==> config.mk <==
export PLATFORM = sky130hd
export DESIGN_NAME = fir_mac_sequencer
export DESIGN_NICKNAME = d
export VERILOG_FILES = /design/src/rtl/fir_mac_sequencer.sv
export SDC_FILE = /design/constraint.sdc
export NUM_CORES = 1
export LEC_CHECK = 0
export CORE_MARGIN = 2
export CORE_UTILIZATION = 44
export CTS_CLUSTER_SIZE = 12
export DETAILED_ROUTE_END_ITERATION = 8
export PLACE_DENSITY = 0.71
export SYNTH_ARGS = -nofsm -noshare
export SYNTH_HDL_FRONTEND = slang
export SYNTH_SLANG_ARGS = --single-unit
==> constraint.sdc <==
create_clock -name clk -period 5.5 [get_ports clk]
set_input_delay 1.1 -clock clk [delete_from_list [all_inputs] [get_ports clk]]
set_output_delay 1.1 -clock clk [all_outputs]
set_load 0.02 [all_outputs]
==> src/rtl/fir_mac_sequencer.sv <==
`default_nettype none
// ============================================================================
// Module   : fir_mac_sequencer
// Brief    : Time-multiplexed FIR engine; one signed MAC walks N_TAPS taps
//            per accepted sample, then emits a saturated, shifted result.
// Revision : 1.0 - initial release
// ============================================================================
module fir_mac_sequencer #(
  parameter int N_TAPS  = 4,
  parameter int BW_in   = 6,
  parameter int BW_coef = 6,
  parameter int BW_out  = 8,
  parameter int SHIFT   = 6
) (
  input  logic                        clk,
  input  logic                        rst,
  input  logic signed [BW_in-1:0]     x_in,
  input  logic                        x_valid,
  output logic                        x_ready,
  input  logic signed [BW_coef-1:0]   coef_in,
  input  logic [$clog2(N_TAPS)-1:0]   coef_addr,
  input  logic                        coef_we,
  output logic signed [BW_out-1:0]    y_out,
  output logic                        y_valid,
  output logic                        busy
);

  localparam int c_aw    = $clog2(N_TAPS);
  localparam int c_pw    = BW_in + BW_coef;
  localparam int c_acc_w = c_pw + c_aw;
  localparam logic [c_aw-1:0]             c_k_last = c_aw'(N_TAPS - 1);
  localparam logic signed [c_acc_w-1:0]   c_y_max  = c_acc_w'((1 << (BW_out - 1)) - 1);
  localparam logic signed [c_acc_w-1:0]   c_y_min  = ~c_y_max;

  typedef enum logic [1:0] {
    S_IDLE = 2'd0,
    S_MAC  = 2'd1,
    S_OUT  = 2'd2
  } state_t;

  state_t                       r_state;
  state_t                       w_state_nxt;
  logic                         w_accept;
  logic                         w_mac;
  logic                         w_out;
  logic                         w_coef_wr;
  logic [c_aw-1:0]              r_wr_ptr;
  logic [c_aw-1:0]              r_k;
  logic [c_aw-1:0]              w_idx;
  logic signed [c_acc_w-1:0]    r_acc;
  logic signed [c_acc_w-1:0]    w_acc_sh;
  logic signed [c_pw-1:0]       w_prod;
  logic signed [c_acc_w-1:0]    w_prod_ext;
  logic signed [BW_out-1:0]     w_y_sat;
  logic signed [BW_out-1:0]     r_y_out;
  logic                         r_y_valid;
  logic signed [BW_in-1:0]      w_sample [N_TAPS];
  logic signed [BW_coef-1:0]    w_coef   [N_TAPS];

  // ---------------------------------------------------------------- FSM
  always_ff @(posedge clk or negedge rst) begin
    if (!rst) r_state <= S_IDLE;
    else      r_state <= w_state_nxt;
  end

  always_comb begin
    w_state_nxt = r_state;
    w_accept    = 1'b0;
    w_mac       = 1'b0;
    w_out       = 1'b0;
    case (r_state)
      S_IDLE: begin
        if (x_valid) begin
          w_accept    = 1'b1;
          w_state_nxt = S_MAC;
        end
      end
      S_MAC: begin
        w_mac = 1'b1;
        if (r_k == c_k_last) w_state_nxt = S_OUT;
      end
      S_OUT: begin
        w_out       = 1'b1;
        w_state_nxt = S_IDLE;
      end
      default: w_state_nxt = S_IDLE;
    endcase
  end

  assign x_ready   = (r_state == S_IDLE);
  assign busy      = (r_state == S_MAC) || (r_state == S_OUT);
  assign w_coef_wr = coef_we && !busy;

  // ------------------------------------------------- sample / coef storage
  for (genvar i = 0; i < N_TAPS; i++) begin : g_tap
    logic signed [BW_in-1:0]   r_smp;
    logic signed [BW_coef-1:0] r_cf;

    always_ff @(posedge clk or negedge rst) begin
      if (!rst) begin
        r_smp <= '0;
        r_cf  <= '0;
      end else begin
        if (w_accept && (r_wr_ptr == c_aw'(i))) r_smp <= x_in;
        if (w_coef_wr && (coef_addr == c_aw'(i))) r_cf <= coef_in;
      end
    end

    assign w_sample[i] = r_smp;
    assign w_coef[i]   = r_cf;
  end

  // ------------------------------------------------------------ datapath
  // Unsigned wrap of the pointer difference gives the modulo-N_TAPS history index.
  assign w_idx      = r_wr_ptr - r_k;
  assign w_prod     = c_pw'(w_coef[r_k]) * c_pw'(w_sample[w_idx]);
  assign w_prod_ext = c_acc_w'(w_prod);
  assign w_acc_sh   = r_acc >>> SHIFT;
  assign w_y_sat    = (w_acc_sh > c_y_max) ? c_y_max[BW_out-1:0] :
                      (w_acc_sh < c_y_min) ? c_y_min[BW_out-1:0] :
                                             w_acc_sh[BW_out-1:0];

  always_ff @(posedge clk or negedge rst) begin
    if (!rst) begin
      r_wr_ptr  <= '0;
      r_k       <= '0;
      r_acc     <= '0;
      r_y_out   <= '0;
      r_y_valid <= 1'b0;
    end else begin
      r_y_valid <= w_out;
      if (w_accept) begin
        r_acc <= '0;
        r_k   <= '0;
      end
      if (w_mac) begin
        r_acc <= r_acc + w_prod_ext;
        r_k   <= r_k + 1'b1;
      end
      if (w_out) begin
        r_y_out  <= w_y_sat;
        r_wr_ptr <= r_wr_ptr + 1'b1;
      end
    end
  end

  assign y_out   = r_y_out;
  assign y_valid = r_y_valid;

endmodule
`default_nettype wire
==> results.py <==
metrics = {
    "outcome": {
        "status": "completed",
    },
    "sta": {
        "worstMarginPinSlew_ns": 0.961,
        "relSlewSlack_pct": 35.9,
        "timing.fmax_mhz": 184,
        "clock_skew_ns": 0.00685,
        "fin_crit_ns": 5.43,
        "hold_violations": 0,
        "rsz0062_at_grt": "yes",
        "finalMaxSlewViolations": 0,
        "setup_viol": 0,
        "hold_slack_ns": 0.502,
        "period_share_pct": 98.8,
    },
    "floorplanning": {
        "num_rows": 40,
        "start_util_pct": 44.9,
        "die_h_um": 114,
        "coreArea_mm2": 0.0120,
        "die-area_mm2": 0.0131,
        "die_w_um": 114,
        "boundaryPins": 29,
    },
    "setup_path": {
        "path_cells": "ha_4 -> xor2_2 -> xnor2_2 -> buf_12 -> mux4_2 -> and2_4 -> fa_1 -> inv_2 -> fa_1 -> inv_2 -> fa_1 -> inv_2 -> fa_1 -> inv_2 -> ha_4 -> o21ai_4 -> a211oi_4 -> or3_1 -> a32o_1",
        "worst_setup_path_start_kind": "flop",
        "cp_slowest_stage_delay_ns": 0.55,
        "slowest_stage": "mux4_2",
        "cp_num_buf_inv": 5,
        "end_kind": "flop",
        "worstSetupPathType": "reg2reg",
        "crit_fanout": 7,
        "required_ns": 5.74,
        "path_delay_family": "adder cells",
        "cp.arrival_ns": 5.67,
    },
    "clocking": {
        "cts.sinks": 77,
        "cts_buffer_depth": 2,
        "htreeDepth": 3,
        "cts_tree": "built",
        "cts_root_buf": "clkbuf_16",
        "cts_buffers": 9,
        "cts_hold_buf": 0,
        "clk_pin_slew_ns": 0.06,
        "clk_latency_ns": 0.35,
    },
    "detailed_routing": {
        "wl_per_cell_um": 16.1,
        "drc": 0,
        "drtIter0Drc": 151,
        "vias_per_cell": 5.23,
        "routed_wl_um": 10800,
        "dr.pass1.iters": 6,
        "ant_nets": 0,
        "vias": 3498,
    },
    "finish": {
        "final_nets": 616,
        "fillCellCount": 980,
        "diodes": 0,
        "fin_area_mm2": 0.00658,
        "drive_above_1_share_pct": 30.5,
        "syn_to_final_growth_pct": 22.7,
        "fin_util_pct": 55.0,
    },
    "synthesis": {
        "syn_area_per_cell_um2": 11.5,
        "yosysTopAreaCell": "dfrtp_1",
        "yosysTopAreaCellShare_pct": 35.9,
        "synthArstFlopShare_pct": 100,
        "synth_area_mm2": 0.00537,
        "yosys_warnings": 0,
        "syn-num-nets": 564,
        "yosysMostFrequentCell": "inv_1",
        "ys_seq_area_share_pct": 35.9,
        "syn_inst": 465,
        "synthDistinctLibCells": 47,
        "synth_edf_count": 0,
        "synthTopCellsByArea": "dfrtp_1 36%, fa_1 15%, mux2_2 12%",
        "synth-seq-cells": 77,
        "synth_common_cells": "90 x inv_1, 77 x dfrtp_1, 58 x mux2_2, 42 x ha_1, 39 x fa_1",
        "synth_ff_type": "dfrtp_1",
    },
    "grt": {
        "grt_pass1_vias": 3654,
        "antenna_found_initial": 0,
        "grt-ovfl-total": 0,
        "grt_max_degree": 78,
        "grt_pass1_wl_um": 17300,
        "gr-usage-all-layers_pct": 17.4,
    },
    "hold_path": {
        "hp-class": "reg2reg",
    },
    "place": {
        "hpwlAfterDp_um": 7870,
        "gp_congestion": 0.870,
        "dpl-instance-area_mm2": 0.00603,
        "place.port_buffers": 28,
    },
    "flow_run": {
        "maxCapViolCount": 0,
    },
}
## layout make-up
class                      count  area, µm²  area share, %
multi-input combinational    288       3330           50.6
sequential                    77       1930           29.3
timing repair buffer          51        470           7.15
inverter                      90        338           5.13
clock buffer                  10        239           3.63
tap                          147        184           2.79
clock inverter                 6       93.8           1.43
## repair_timing
item | 4_1_cts | 5_1_grt
buffers inserted | 1 | 3
pin swaps | 1 | 15
setup endpoints to repair | 6 | 6
gates resized for setup | 2 | 42
gates cloned | 0 | 0
## placed cells by master (no fill, tap or decap), types with 4 or more instances in the layout
| cell type | netlist | layout |
|---|---|---|
| dfrtp_1 | 77 | 77 |
| buf_4 | 0 | 21 |
| ha_1 | 42 | 33 |
| inv_1 | 90 | 81 |
| o21ai_2 | 0 | 4 |
| mux2_2 | 58 | 57 |
| mux4_2 | 8 | 10 |
| nor2_1 | 8 | 7 |
| clkdlybuf4s50_1 | 0 | 27 |
| nand2_2 | 0 | 4 |
| clkbuf_16 | 0 | 9 |
| xnor2_1 | 7 | 7 |
| and2_4 | 1 | 5 |
| inv_2 | 0 | 9 |
| a22o_1 | 5 | 5 |
| and2_1 | 12 | 9 |
| fa_1 | 39 | 39 |
| nand2_1 | 32 | 28 |
| ha_4 | 0 | 9 |
| o21ai_0 | 14 | 8 |
| a21oi_1 | 13 | 10 |
## state kept, by name, indices dropped and copies added, names as in the netlist
register,cells
r_k,2
y_valid,1
r_acc,14
r_wr_ptr,2
y_out,8
g_tap.r_smp,24
r_state,2
g_tap.r_cf,24
## cells by family after synthesis
family / Yosys count / share of synthesized area [%]
AND/OR/NAND/NOR: 75 / 7.37
XOR/XNOR: 12 / 2.10
AO/OA/AOI/OAI: 49 / 5.92
buffers and inverters: 100 / 7.02
multiplexers: 71 / 17.4
adder cells (fa/ha/maj): 81 / 24.3
flip-flops: 77 / 35.9
## worst paths after layout
kind                             startpoint                 to  slack, ns  depth (start not counted)
setup / recovery                     r_k[0]          r_acc[12]       0.07                         19
hold / removal             g_tap[1].r_cf[3]   g_tap[1].r_cf[3]       0.50                          1
setup reg to reg                     r_k[0]          r_acc[12]       0.07                         19
max in group asynchronous               rst           r_acc[2]       3.98                          1
hold reg to reg            g_tap[1].r_cf[3]   g_tap[1].r_cf[3]       0.50                          1
min in group asynchronous               rst  g_tap[3].r_smp[5]       0.90                          1
## per-stage QoR
stage	cells	worst slack, ns	setup TNS, ns
5_1_grt	669	-0.134	-0.232
3_3_place_gp	649	-0.117	-0.482
6_report	669	0.0667	0
2_1_floorplan	465	0.00226	0
3_5_place_dp	649	-0.201	-0.887
4_1_cts	666	0.0129	0
## routing by layer
metal | share of wire [%] | global-route usage [%] | vias up
met5 | 0 | 0 | -
met4 | 2.5 | 8.62 | 0
met3 | 3.3 | 5.03 | 23
met2 | 51 | 28.8 | 69
met1 | 44 | 20.7 | 1771
li1 | - | - | 1635
Power is not shown: default switching activity piles up to over one toggle a cycle in this logic, so the estimate is an artifact.
